$ cat config.mk
export PLATFORM = sky130hd
export DESIGN_NAME = rx_axis_pkt_reader
export DESIGN_NICKNAME = d
export VERILOG_FILES = /design/src/rtl/axis_bridge_pkg.sv /design/src/rtl/axis_skid_buf2.sv /design/src/rtl/rx_axis_pkt_reader.sv
export SDC_FILE = /design/constraint.sdc
export NUM_CORES = 1
export LEC_CHECK = 0
export ABC_AREA = 1
export CAP_MARGIN = 25
export CELL_PAD_IN_SITES_DETAIL_PLACEMENT = 0
export CELL_PAD_IN_SITES_GLOBAL_PLACEMENT = 1
export CORE_ASPECT_RATIO = 1.5
export CORE_MARGIN = 2
export CORE_UTILIZATION = 37
export DETAILED_ROUTE_END_ITERATION = 12
export PLACE_DENSITY = 0.83
export SETUP_SLACK_MARGIN = 0.2
export SLEW_MARGIN = 20
export SYNTH_ARGS = -nofsm -noshare
export SYNTH_HDL_FRONTEND = slang
export SYNTH_SLANG_ARGS = --single-unit
export TNS_END_PERCENT = 5
$ cat constraint.sdc
create_clock -name clk -period 9.3 [get_ports clk]
set_input_delay 1.395 -clock clk [delete_from_list [all_inputs] [get_ports clk]]
set_output_delay 1.395 -clock clk [all_outputs]
set_load 0.02 [all_outputs]
$ cat src/rtl/axis_bridge_pkg.sv
// Shared definitions for the AXIS packet bridge: default widths, reader FSM
// state encoding and the last-beat byte-enable mask helper.
package axis_bridge_pkg;

    localparam int unsigned DEF_WIDTH  = 256;
    localparam int unsigned DEF_LEN_W  = 14;
    // Widest keep vector the mask helper produces (data buses up to 1024 bits).
    localparam int unsigned MAX_KEEP_W = 128;

    typedef enum logic [1:0] {
        ST_IDLE   = 2'd0,
        ST_CTRL   = 2'd1,
        ST_STREAM = 2'd2
    } rd_state_t;

    // Byte enables for a final beat holding 'rem' bytes; rem==0 means a full beat.
    function automatic logic [MAX_KEEP_W-1:0] keep_mask(input int unsigned rem);
        logic [MAX_KEEP_W-1:0] m;
        for (int unsigned i = 0; i < MAX_KEEP_W; i++) begin
            m[i] = (rem == 0) || (i < rem);
        end
        return m;
    endfunction

endpackage

$ cat src/rtl/axis_skid_buf2.sv
// Two-entry output buffer with valid/ready on both sides.
// Ports: clk, reset (sync, active-high); s_valid/s_ready/s_data write side;
// m_valid/m_ready/m_data read side; occupancy = entries currently held (0..2).
module axis_skid_buf2 #(
    parameter int unsigned W = 8
) (
    input  logic         clk,
    input  logic         reset,
    input  logic         s_valid,
    output logic         s_ready,
    input  logic [W-1:0] s_data,
    output logic         m_valid,
    input  logic         m_ready,
    output logic [W-1:0] m_data,
    output logic [1:0]   occupancy
);

    logic [W-1:0] mem [2];
    logic         wr_ptr;
    logic         rd_ptr;
    logic [1:0]   count;
    logic         push;
    logic         pop;

    assign push      = s_valid && s_ready;
    assign pop       = m_valid && m_ready;
    assign s_ready   = (count != 2'd2);
    assign m_valid   = (count != 2'd0);
    assign occupancy = count;
    // Head entry is never overwritten while valid, so m_data is stable under backpressure.
    assign m_data    = mem[rd_ptr];

    always_ff @(posedge clk) begin
        if (reset) begin
            mem[0] <= '0;
            mem[1] <= '0;
            wr_ptr <= 1'b0;
            rd_ptr <= 1'b0;
            count  <= 2'd0;
        end else begin
            if (push) begin
                mem[wr_ptr] <= s_data;
                wr_ptr      <= ~wr_ptr;
            end
            if (pop) begin
                rd_ptr <= ~rd_ptr;
            end
            count <= count + 2'(push) - 2'(pop);
        end
    end

endmodule

$ cat src/rtl/rx_axis_pkt_reader.sv
// Reads packet lengths from a control FIFO and the matching data words from a
// data FIFO, emitting each packet as an AXI4-Stream burst with tkeep/tlast.
// Ports: clk, reset (sync, active-high); dfifo_* / cfifo_* FIFO read side
// (data valid one cycle after rden); m_axis_* stream master; pkt_cnt (packets
// completed, wraps), len_err_cnt (zero-length words dropped, saturates), busy.
module rx_axis_pkt_reader
    import axis_bridge_pkg::*;
#(
    parameter int unsigned WIDTH = DEF_WIDTH,
    parameter int unsigned LEN_W = DEF_LEN_W
) (
    input  logic               clk,
    input  logic               reset,
    output logic               dfifo_rden,
    input  logic [WIDTH-1:0]   dfifo_dataout,
    input  logic               dfifo_rdempty,
    output logic               cfifo_rden,
    input  logic [LEN_W-1:0]   cfifo_dataout,
    input  logic               cfifo_rdempty,
    output logic [WIDTH-1:0]   m_axis_tdata,
    output logic [WIDTH/8-1:0] m_axis_tkeep,
    output logic               m_axis_tvalid,
    output logic               m_axis_tlast,
    input  logic               m_axis_tready,
    output logic [31:0]        pkt_cnt,
    output logic [15:0]        len_err_cnt,
    output logic               busy
);

    localparam int unsigned KEEP_W = WIDTH / 8;
    localparam int unsigned SUM_W  = LEN_W + 1;
    localparam int unsigned BUF_W  = WIDTH + KEEP_W + 1;

    rd_state_t         state, state_nxt;
    logic [LEN_W-1:0]  beats_left, beats_nxt;
    logic [KEEP_W-1:0] last_keep, last_keep_nxt;
    logic              inflight, infl_last;
    logic [KEEP_W-1:0] infl_keep;
    logic              rd_last;
    logic [KEEP_W-1:0] rd_keep;
    logic              len_err_inc;
    logic [SUM_W-1:0]  len_sum;
    logic [LEN_W-1:0]  len_beats, len_rem;
    logic [KEEP_W-1:0] len_keep;
    logic [1:0]        occupancy;
    logic [2:0]        fill;
    logic              buf_ready, pop, room, issue_ok;
    logic [BUF_W-1:0]  buf_in, buf_out;

    // Beat count and final-beat keep for the length word presented this cycle.
    always_comb begin
        len_sum   = {1'b0, cfifo_dataout} + SUM_W'(KEEP_W - 1);
        len_beats = LEN_W'(len_sum / SUM_W'(KEEP_W));
        len_rem   = LEN_W'(cfifo_dataout % LEN_W'(KEEP_W));
        len_keep  = KEEP_W'(keep_mask(32'(len_rem)));
    end

    // Buffer slots left after this cycle's pop; counting the pop sustains one beat per cycle.
    assign pop      = m_axis_tvalid && m_axis_tready;
    assign fill     = 3'(occupancy) + 3'(inflight) - 3'(pop);
    assign room     = (fill < 3'd2);
    assign issue_ok = !reset && !dfifo_rdempty && room;

    // Next state and FIFO strobes; the first data read overlaps CTRL so the
    // first beat is valid three cycles after cfifo_rden.
    always_comb begin
        state_nxt     = state;
        beats_nxt     = beats_left;
        last_keep_nxt = last_keep;
        cfifo_rden    = 1'b0;
        dfifo_rden    = 1'b0;
        rd_last       = 1'b0;
        rd_keep       = '1;
        len_err_inc   = 1'b0;
        unique case (state)
            ST_IDLE: begin
                if (!cfifo_rdempty && !reset) begin
                    cfifo_rden = 1'b1;
                    state_nxt  = ST_CTRL;
                end
            end
            ST_CTRL: begin
                if (cfifo_dataout == '0) begin
                    len_err_inc = 1'b1;
                    state_nxt   = ST_IDLE;
                end else begin
                    last_keep_nxt = len_keep;
                    beats_nxt     = len_beats;
                    state_nxt     = ST_STREAM;
                    if (issue_ok) begin
                        dfifo_rden = 1'b1;
                        beats_nxt  = len_beats - LEN_W'(1);
                        rd_last    = (len_beats == LEN_W'(1));
                        rd_keep    = rd_last ? len_keep : '1;
                    end
                end
            end
            ST_STREAM: begin
                if (beats_left != '0 && issue_ok) begin
                    dfifo_rden = 1'b1;
                    beats_nxt  = beats_left - LEN_W'(1);
                    rd_last    = (beats_left == LEN_W'(1));
                    rd_keep    = rd_last ? last_keep : '1;
                end
                if (beats_left == '0 && !inflight) begin
                    state_nxt = ST_IDLE;
                end
            end
            default: state_nxt = ST_IDLE;
        endcase
    end

    // State, read-tag pipeline and counters.
    always_ff @(posedge clk) begin
        if (reset) begin
            state       <= ST_IDLE;
            beats_left  <= '0;
            last_keep   <= '0;
            inflight    <= 1'b0;
            infl_last   <= 1'b0;
            infl_keep   <= '0;
            pkt_cnt     <= '0;
            len_err_cnt <= '0;
        end else begin
            state      <= state_nxt;
            beats_left <= beats_nxt;
            last_keep  <= last_keep_nxt;
            inflight   <= dfifo_rden;
            infl_last  <= rd_last;
            infl_keep  <= rd_keep;
            if (pop && m_axis_tlast) begin
                pkt_cnt <= pkt_cnt + 32'd1;
            end
            if (len_err_inc && len_err_cnt != 16'hFFFF) begin
                len_err_cnt <= len_err_cnt + 16'd1;
            end
        end
    end

    assign busy   = (state != ST_IDLE) || (occupancy != 2'd0);
    assign buf_in = {infl_last, infl_keep, dfifo_dataout};

    axis_skid_buf2 #(
        .W (BUF_W)
    ) u_obuf (
        .clk       (clk),
        .reset     (reset),
        .s_valid   (inflight),
        .s_ready   (buf_ready),
        .s_data    (buf_in),
        .m_valid   (m_axis_tvalid),
        .m_ready   (m_axis_tready),
        .m_data    (buf_out),
        .occupancy (occupancy)
    );

    assign m_axis_tdata = buf_out[WIDTH-1:0];
    assign m_axis_tkeep = buf_out[WIDTH +: KEEP_W];
    assign m_axis_tlast = buf_out[WIDTH + KEEP_W];

    // Reads are only issued with a free slot reserved, so returning data always fits.
    a_no_overflow: assert property (@(posedge clk) disable iff (reset) inflight |-> buf_ready);

endmodule

== After elaboration in Yosys (flattened, before gate mapping) ==
Memory sizes are Yosys's and may differ from the RTL's. A register that Yosys moved wholly into a read port is not among the register bits.
Index checks and enable logic that the tools add are counted.

* Bits in registers: 134
* RAM bits: 578
* Logic and storage cells: 161
* Memories: 1

{| class="wikitable"
|+ Memories
! name !! depth !! width !! read ports !! clocked after memory_dff !! wr ports !! RTL line !! text
|-
| u_obuf.mem || 2 || 289 || 1 || 1 || 2 || axis_skid_buf2.sv:18 || <nowiki>logic [W-1:0] mem [2];</nowiki>
|}

* Add/subtract/negate cells: 9
* $lt $le $gt $ge: 33
* Equal/unequal tests: 10
* Mux-type cells: 36
* Bitwise logic cells: 3
* Reductions and logical operators: 58

{| class="wikitable"
|+ Operator list
! operator !! number
|-
| 289-bit two-way mux || 1
|-
| 289-bit OR reduction || 1
|-
| 32-bit two-way mux || 5
|-
| 5-bit < comparator (first input constant) || 16
|-
| 32-bit case mux with 2 select lines || 1
|-
| 14-bit zero test || 3
|-
| 14-bit two-way mux || 3
|-
| 4-bit by 5-bit < comparator with 1-bit output (first input constant) || 8
|-
| 1-bit logical OR || 33
|-
| 32-bit by 1-bit adder with 32-bit output (second input constant) || 1
|-
| 14-bit case mux with 2 select lines || 1
|-
| 3-bit by 5-bit < comparator with 1-bit output (first input constant) || 4
|-
| 1-bit two-way mux || 19
|-
| 16-bit by 1-bit adder with 16-bit output (second input constant) || 1
|-
| 16-bit inequality test (second input constant) || 1
|-
| 14-bit by 5-bit adder with 15-bit output (second input constant) || 1
|-
| 14-bit by 1-bit == test with 1-bit output (second input constant) || 1
|-
| 14-bit nonzero test || 1
|-
| 14-bit by 1-bit subtractor with 14-bit output (second input constant) || 1
|-
| 10-bit by 1-bit subtractor with 11-bit output (second input constant) || 1
|-
| 10-bit by 1-bit == test with 1-bit output (second input constant) || 1
|-
| 1-bit by 5-bit < comparator with 1-bit output (first input constant) || 2
|-
| 2-bit by 5-bit < comparator with 1-bit output (first input constant) || 2
|-
| 2-bit inequality test (second input constant) || 5
|-
| other kinds (17) || 36
|}

== Longest topological paths before layout ==
Gate-level depths: netlist of the first run.

* Depth in word-level cells: 8
* Mapped depth: 17

== By module ==
A second synthesis of the first run with hierarchy kept.

* Cells, all modules: 2,942
* Area total of the unflattened synthesis: 31,805.5 µm²

{| class="wikitable"
|+ Modules (own cells, without submodules)
! module !! instances !! cells an instance !! area an instance (µm²)
|-
| axis_skid_buf2 || 1 || 1,870 || 24,697.4
|-
| rx_axis_pkt_reader || 1 || 1,072 || 7,108.1
|}

== Worst setup path before layout of the first run ==
Ideal clock, no wire load.

* Path kind: input to register
* Start point: input port reset
* End point: memory u_obuf.mem[1][0] in the netlist's numbering, enable pin
* Arrival: 6.809 ns
* Path slack: 0.308 ns
* Cell stages on the path: 7
* Buffers on the path: 4
* Cells stage by stage: buf_6 inv_4 nand3_1 buf_2 buf_2 buf_2 nand2_1

{| class="wikitable"
|+ RTL lines
! what !! RTL line !! text
|-
| from (decl) || rx_axis_pkt_reader.sv:13 || <nowiki>input logic reset,</nowiki>
|-
| to (decl) || axis_skid_buf2.sv:18 ||
|}

== Worst setup path in the final report of the first run ==
* Start point: input port m_axis_tready
* End point: output port dfifo_rden

* Word-level cells in the longest chain between the ends: 7
* Elaborated cells on any way between the ends: 9
* Those cells by class: add/sub (1); order compare (1); mux (4); reduce/logical (3)

{| class="wikitable"
|+ Ends and longest elaborated chain
! what !! RTL line !! text
|-
| from (decl) || rx_axis_pkt_reader.sv:24 || <nowiki>input logic m_axis_tready,</nowiki>
|-
| 1-bit logical AND (*) || rx_axis_pkt_reader.sv:59 || <nowiki>assign pop = m_axis_tvalid && m_axis_tready;</nowiki>
|-
| net pop || rx_axis_pkt_reader.sv:47 || <nowiki>logic buf_ready, pop, room, issue_ok;</nowiki>
|-
| 3-bit by 1-bit subtractor with 3-bit output (*) || rx_axis_pkt_reader.sv:60 || <nowiki>assign fill = 3'(occupancy) + 3'(inflight) - 3'(pop);</nowiki>
|-
| 3-bit by 2-bit < comparator with 1-bit output (*) || rx_axis_pkt_reader.sv:61 || <nowiki>assign room = (fill < 3'd2);</nowiki>
|-
| 1-bit logical AND (*) || rx_axis_pkt_reader.sv:62 || <nowiki>assign issue_ok = !reset && !dfifo_rdempty && room;</nowiki>
|-
| 1-bit two-way mux / 1-bit logical AND (equally long branches) || rx_axis_pkt_reader.sv:90, rx_axis_pkt_reader.sv:99 ||
|-
| 1-bit two-way mux (on tied branches) || rx_axis_pkt_reader.sv:83, rx_axis_pkt_reader.sv:99 ||
|-
| 1-bit case mux with 2 select lines (*) || rx_axis_pkt_reader.sv:75 || <nowiki>unique case (state)</nowiki>
|-
| to (decl) || rx_axis_pkt_reader.sv:14 || <nowiki>output logic dfifo_rden,</nowiki>
|}

Mark *: on every way through the listed nets, which the timed path passes. The rest lies on a longest branch.

==> run metrics, run 1 <==
status completed; CTS tree done; GRT Resource Usage Total 18.65%; Post-synth EDFFs 578; Tcrit/Tclk final 59.49%; # clock sinks roughly 700; Die Span X ~240 um; YS warnings 0; Initial DRC Count 1,260; DRT Pass-1 Iters 4; pwr dens 223.6 nW/um^2; mux contribution to synthesized area 10.12%; r2r endpoint u_obuf.mem[0][216]; Layout area overhead 29.32%; Synth top area share between 50% and 60%; Vias 22,460; CP startpoint kind primary input; Final min period about 5500 ps; Ports about 620; Max Freq 180.7 MHz; Yosys reg bits between 700 and 800; Cell variety after synth 48; critical path required time 7910 ps; RSZ-0062 raised after global routing false; Post-Synth Simple-Gate Area 14.54%; Placed Cells 4,622; Synth Area per Inst between 10 and 15 um^2; DRC 0; full die area 89,020 um^2; number of CTS-inserted buffers 71; final setup vio count 0; worst slew pin tran about 1100 ps; ys flop type edfxtp_1; post-synthesis adder-cell area fraction 0.5310%; Reg clk slew, reported paths 60 ps; R2R Setup Slk between 5000 and 6000 ps; Setup Fix Bufs, Post-CTS 0; Worst Path Max Fanout 9; Cell Area, Synth 32,040 um^2; port bufs just over 600; hold_buf cts 0; Hold/Removal Path Class reg2reg; sequential share of the synthesized area 62.60%; clk buf depth 3; Post-DP HPWL 56,740 um; Multi-input gate area 9623 um^2; crit-path cells clkdlybuf4s50_1 > o21a_1 > ha_1 > inv_1 > nand2_1 > fa_1 > nand2_2 > nor2_4 > nand2_4 > a211oi_1 > clkdlybuf4s50_1; reg2reg path depth 6; largest net degree at the start of global routing 161; critical path class in2out; final std cells w/o fill 4,757; Core Rows roughly 130; Worst Setup SP m_axis_tready; GR Overflow Total 0; Mapped Cells approximately 3,000; Reg area 20,060 um^2; RePlAce Congestion 0.8245; slew margin rel. 28.83%; maxcap violations 0; Via-to-Cell Ratio 4.721; fin nets 3,844; largest cells by area after synthesis edfxtp_1 (54%), mux2_2 (10%), dfxtp_1 (8.4%); final hold vios 0; Final Skew 20.53 ps; most frequent CP cell clkdlybuf4s50_1; Critical Path Max Stage Delay 660 ps; Power, Total 9.264 mW; setup TNS 0 ps; XOR/XNOR Fraction of Synth Area less than 1%; # fillers between 7,000 and 8,000; Critical R2R Launch u_obuf.occupancy[1]; cell accounting for the most synthesized area edfxtp_1; final core utilization 48.16%; worst skew pair latency 630 ps; asr flop ratio synth 0%; drt wl/cell around 18 um; Worst path slowest cell clkdlybuf4s50_1; Worst Hold Path Cells 1; Resized cells post-CTS 0; Worst VDD drop 0.0001797 V; Worst setup EP type primary output; Die Ht 364.4 um; fraction of layout cells with a size suffix above 1 13.19%; Placeable Area 86,050 um^2; Synthesized Nets 3,283; clk root buf clkbuf_16; Worst Hold Launch u_obuf.rd_ptr; Routed WL 85,860 um; Routed Antenna Nets 0; H-Tree Depth 3; vias in the first global route about 22,000; initial antenna violation count 20; crit path DAT 4140 ps; first-pass GRT wire length 127,700 um; Static Leak 16.46 nW; largest family of logic cells by synthesized area simple AND/OR/NAND/NOR gates; Synth Area in Compound Gates 4.104%; worst hold margin ~450 ps; fin. max-slew vios 0; Starting Density ~37%
[metrics by stage]
stage                     setup WS [ps]  instance area (um^2)
after floorplan                   307.6                 32040
after global placement             3747                 39140
after detailed placement           3787                 39140
after CTS                          3751                 41420
after global routing               3589                 41420
final                              3767                 41440
[report_power, final]
group | total, mW | internal, mW | switching, mW
logic | 2.54 | 1.10 | 1.44
clock network | 2.85 | 1.63 | 1.22
registers | 3.87 | 3.76 | 0.111
[flip-flops by register name (all words and copies together) (netlist names), named ones only]
name	flops
beats_left	14
infl_keep	32
infl_last	1
inflight	1
last_keep	32
len_err_cnt	16
pkt_cnt	32
state	2
u_obuf.mem	578
u_obuf.occupancy	2
u_obuf.rd_ptr	1
u_obuf.wr_ptr	1
[cells in the final DEF, fill, tap and decap left out, drive strengths merged]
| master | netlist | final |
|---|---|---|
| o21ba | 1 | 1 |
| edfxtp | 578 | 578 |
| o211a | 1 | 1 |
| ha | 12 | 12 |
| nor4 | 4 | 4 |
| or2 | 2 | 2 |
| xor2 | 16 | 16 |
| o21a | 3 | 3 |
| clkbuf | 69 | 95 |
| bufinv | 0 | 5 |
| inv | 445 | 451 |
| nor2 | 706 | 706 |
| clkdlybuf4s50 | 0 | 614 |
| nand4 | 19 | 19 |
| and3 | 1 | 1 |
| and2 | 1 | 1 |
| xnor2 | 7 | 7 |
| nor3 | 44 | 44 |
| a31oi | 2 | 2 |
| dfxtp | 135 | 135 |
| nand2 | 250 | 250 |
| nand3b | 1 | 1 |
| buf | 80 | 23 |
| a21oi | 163 | 163 |
| o31ai | 3 | 3 |
| diode | 0 | 8 |
| nand3 | 79 | 79 |
| clkinv | 1 | 21 |
| a211oi | 7 | 7 |
| nor3b | 3 | 3 |
| o21ai | 73 | 73 |
| mux2 | 288 | 288 |
| fa | 1 | 1 |
| clkinvlp | 0 | 1 |
[logic make-up after synthesis]
family | Yosys count
and+or+nand+nor | 1110
DFF | 713
AOI/OAI and AO/OA | 253
xor gates and xnor gates | 23
buffers and inverters | 595
muxes | 288
adders and majority gates | 13
[Yosys cell counts (4+ instances only)]
library cell  instances
clkbuf_1             69
buf_2                53
buf_6                 9
nor2_2               12
edfxtp_1            578
a211oi_1              7
xnor2_1               7
xor2_1               16
nand2_4               4
nand4_1              18
buf_1                11
nor3_1               40
nor2_1              687
buf_4                 7
o21ai_0              71
mux2_2              288
nor2_4                5
inv_2                 7
inv_1               437
nand2_1             233
nand2_2              13
ha_1                 12
nand3_1              75
dfxtp_1             135
a21oi_1             163
[how the worst max path moves through the flow]
stage / endpoint / slack [ps]
finish: dfifo_rden / 3770
global route: dfifo_rden / 3590
CTS: dfifo_rden / 3750
detailed placement: dfifo_rden / 3790
global placement: dfifo_rden / 3750
floorplan: u_obuf.mem[1][0] / 310
[critical path, delay by kind of cell]
family                   cells  cell delay [ps]
AO/OA/AOI/OAI                2              440
AND/OR/NAND/NOR              4              360
adder cells (fa/ha/maj)      2              770
buffers and inverters        3             1180
[layout make-up]
type                       count  area share (%)
antenna                        8         0.04831
inverter                     446           4.046
clock buffer                  95           4.732
clock inverter                32          0.7609
multi-input combinational   1687           23.22
sequential                   713           48.42
tap                         1139           3.439
timing repair buffer         637           15.33
[routing by layer]
metal  up-vias  share of wire, %  GRT usage (%)
met2       665                48          31.14
met4        24               3.4          7.987
li1      10960                 -              -
met5         -              0.19              0
met3       145               8.7          5.831
met1     10670                39          22.17
Power figures use the tool's default switching activity.
==> run 2, diff against run 1 <==
==> constraint.sdc (replaced) <==
create_clock -name clk -period 4.5 [get_ports clk]
set_input_delay 0.675 -clock clk [delete_from_list [all_inputs] [get_ports clk]]
set_output_delay 0.675 -clock clk [all_outputs]
set_load 0.02 [all_outputs]
==> run 2 against run 1 <==
Worst setup slack got worse by 3300 ps. Non-clock buffer count increased by 8. Critical path type unchanged. First-iteration DRC count stayed put. Die area unchanged. Clock power up 110%. Largest cell class unchanged. Global-route usage is 0.12 points higher. Combinational power rose by 110%. Hold slack better by 4.6 ps. Largest power group unchanged. Routed wire length up 0.76%.
==> run metrics, run 2 (same netlist as run 1, synthesis figures left out) <==
status completed (unchanged); largest net degree at the start of global routing 176 (was 161); Die Span X 244.3 um (unchanged); final setup vio count 0 (unchanged); R2R Setup Slk 1470 ps (was 5920 ps); Power, Total 19.27 mW (was 9.264 mW); Routed WL 86,510 um (was 85,860 um); Routed Antenna Nets 0 (unchanged); Comb pwr share 27.5% (about the same); Tcrit/Tclk final between 80% and 90%; H-Tree Depth 3 (unchanged); Max Freq 249.7 MHz; r2r endpoint infl_keep[16] (was u_obuf.mem[0][216]); fraction of layout cells with a size suffix above 1 13.55% (was 13.19%); Vias 22,700 (was 22,460); clock share of power 30.9% (was 30.7%); Worst Hold Launch u_obuf.rd_ptr (unchanged); Reg clk slew, reported paths 70 ps (was 60 ps); final std cells w/o fill 4,766 (was 4,757); final hold vios 0 (unchanged); clk buf depth 3 (unchanged); Layout area overhead 30.12% (was 29.32%); setup TNS 0 ps (unchanged); Critical R2R Launch u_obuf.occupancy[1] (unchanged); Sequential Power Share 41.6% (was 41.8%); fin nets 3,852 (was 3,844); Largest register FFs 578 (unchanged); # clock sinks 713 (unchanged); RePlAce Congestion 0.8301 (was 0.8245); Core Rows 132 (unchanged); RSZ-0062 raised after global routing false (unchanged); Ports 616 (unchanged); commonest cells after routing, fill and taps aside nor2_1 (687), clkdlybuf4s50_1 (614), edfxtp_1 (578) (unchanged); slew margin rel. 6.643% (was 28.83%); worst slack at placement 487.9 ps (was 3787 ps); critical path required time 3830 ps (was 7910 ps); Post-DP HPWL 57,630 um (was 56,740 um); Resized cells post-CTS 0 (unchanged); hold_buf cts 0 (unchanged); commonest non-fill, non-tap cell in the layout nor2_1 (unchanged); Placed Cells 4,630 (was 4,622); Worst Path Max Fanout 9 (unchanged); vias in the first global route 22,530 (was 22,060); switching part of the total 30.23% (was 29.90%); fin. max-slew vios 0 (unchanged); CP startpoint kind primary input (unchanged); full die area 89,020 um^2 (unchanged); Biggest register u_obuf.mem (unchanged); Starting Density 37.24% (unchanged); Hold Path End u_obuf.rd_ptr; initial antenna violation count 13 (was 20); DRT Pass-1 Iters 5 (was 4); maxcap violations 0 (unchanged); reg2reg path depth 14 (was 6); # fillers 7,879 (was 7,906); pwr dens 462.1 nW/um^2 (was 223.6 nW/um^2); worst slew pin tran 1400 ps (was 1068 ps); Worst VDD drop 0.0003317 V (was 0.0001797 V); DRC 0 (unchanged); GRT Resource Usage Total 18.78% (was 18.65%); Worst Hold Path Cells 1 (unchanged); Hold/Removal Path Class reg2reg (unchanged); Reg area 20,060 um^2 (unchanged); Multi-input gate area 9641 um^2 (was 9623 um^2); Die Ht 364.4 um (unchanged); Final min period 4005 ps; GR Overflow Total 0 (unchanged); Psw 5.824 mW (was 2.770 mW); Final WS setup 494.7 ps (was 3767 ps); Placeable Area 86,050 um^2 (unchanged); Initial DRC Count 1,260 (unchanged); Setup Fix Bufs, Post-CTS 0 (unchanged); critical path class in2out (unchanged); Worst setup EP type primary output (unchanged); number of CTS-inserted buffers 71 (unchanged); clk root buf clkbuf_16 (unchanged); Via-to-Cell Ratio 4.762 (was 4.721); first-pass GRT wire length 129,500 um (was 127,700 um); drt wl/cell 18.15 um (was 18.05 um); worst skew pair latency 620 ps (was 630 ps); Int Pwr 13.44 mW (was 6.494 mW); port bufs 615 (unchanged); Final Skew 23.24 ps (was 20.53 ps); CTS tree done (unchanged); crit path DAT 3330 ps (was 4140 ps); Static Leak 16.57 nW (was 16.46 nW)
-- run 2: cell count changes in the layout (fill, tap and decap cells not counted), moves of 3 or more --
cell,delta
buf_12,+11
buf_4,-3
clkbuf_1,-7
clkinv_2,+6
clkbuf_8,-3
diode_2,-4
clkinvlp_4,+4
inv_6,-5
clkinv_1,+5
-- run 2: worst max-delay path by stage --
| stage | start | endpoint |
|---|---|---|
| 6_report | m_axis_tready | dfifo_rden |
| 3_3_place_gp | m_axis_tready | dfifo_rden |
| 5_1_grt | u_obuf.occupancy[1] | dfifo_rden |
| 3_5_place_dp | m_axis_tready | dfifo_rden |
| 4_1_cts | u_obuf.occupancy[1] | dfifo_rden |
| 2_1_floorplan | reset | u_obuf.mem[1][0] |
-- run 2: routing by layer --
| metal | vias to the layer above | share of wire [%] | GRT usage, % |
|---|---|---|---|
| li1 | 10980 | - | - |
| met1 | 10850 | 39 | 22.44 |
| met2 | 714 | 49 | 32.39 |
| met3 | 138 | 8.8 | 5.412 |
| met4 | 20 | 2.8 | 6.229 |
| met5 | - | 0.16 | 0 |
-- run 2: per-stage QoR --
| step | util [%] | hold slack (ps) | cell area (um^2) |
|---|---|---|---|
| after floorplan | - | 425.7 | 32050 |
| after global placement | 45.74 | 425.4 | 39360 |
| after detailed placement | 45.74 | 435.6 | 39360 |
| after CTS | 48.44 | 451.2 | 41690 |
| after global routing | 48.45 | 462.6 | 41690 |
| final | 48.46 | 453.5 | 41700 |
-- run 2: final cells by class --
type,count,share of cell area [%]
Antenna cell,4,0.02401
Tap cell,1139,3.418
Timing Repair Buffer,645,15.71
Clock buffer,84,4.480
Multi-Input combinational cell,1687,23.12
Inverter,446,4.021
Sequential cell,713,48.12
Clock inverter,48,1.104
-- run 2: power by group through the flow --
stage	clock network [mW]	logic (mW)	registers, mW
2_1_floorplan	0	3.20	8.09
3_3_place_gp	0	5.30	8.15
3_5_place_dp	0	5.31	8.17
4_1_cts	6.12	5.34	8.03
5_1_grt	6.35	5.67	8.08
6_report	5.96	5.29	8.02
-- run 2: worst max-delay path, stage by stage --
cell             delay, ps
clkdlybuf4s50_1        460
o21a_1                 150
ha_1                   230
inv_1                   70
nand2_1                 60
fa_1                   370
xnor2_1                240
nand2_4                140
a211oi_1               250
clkdlybuf4s50_1        670
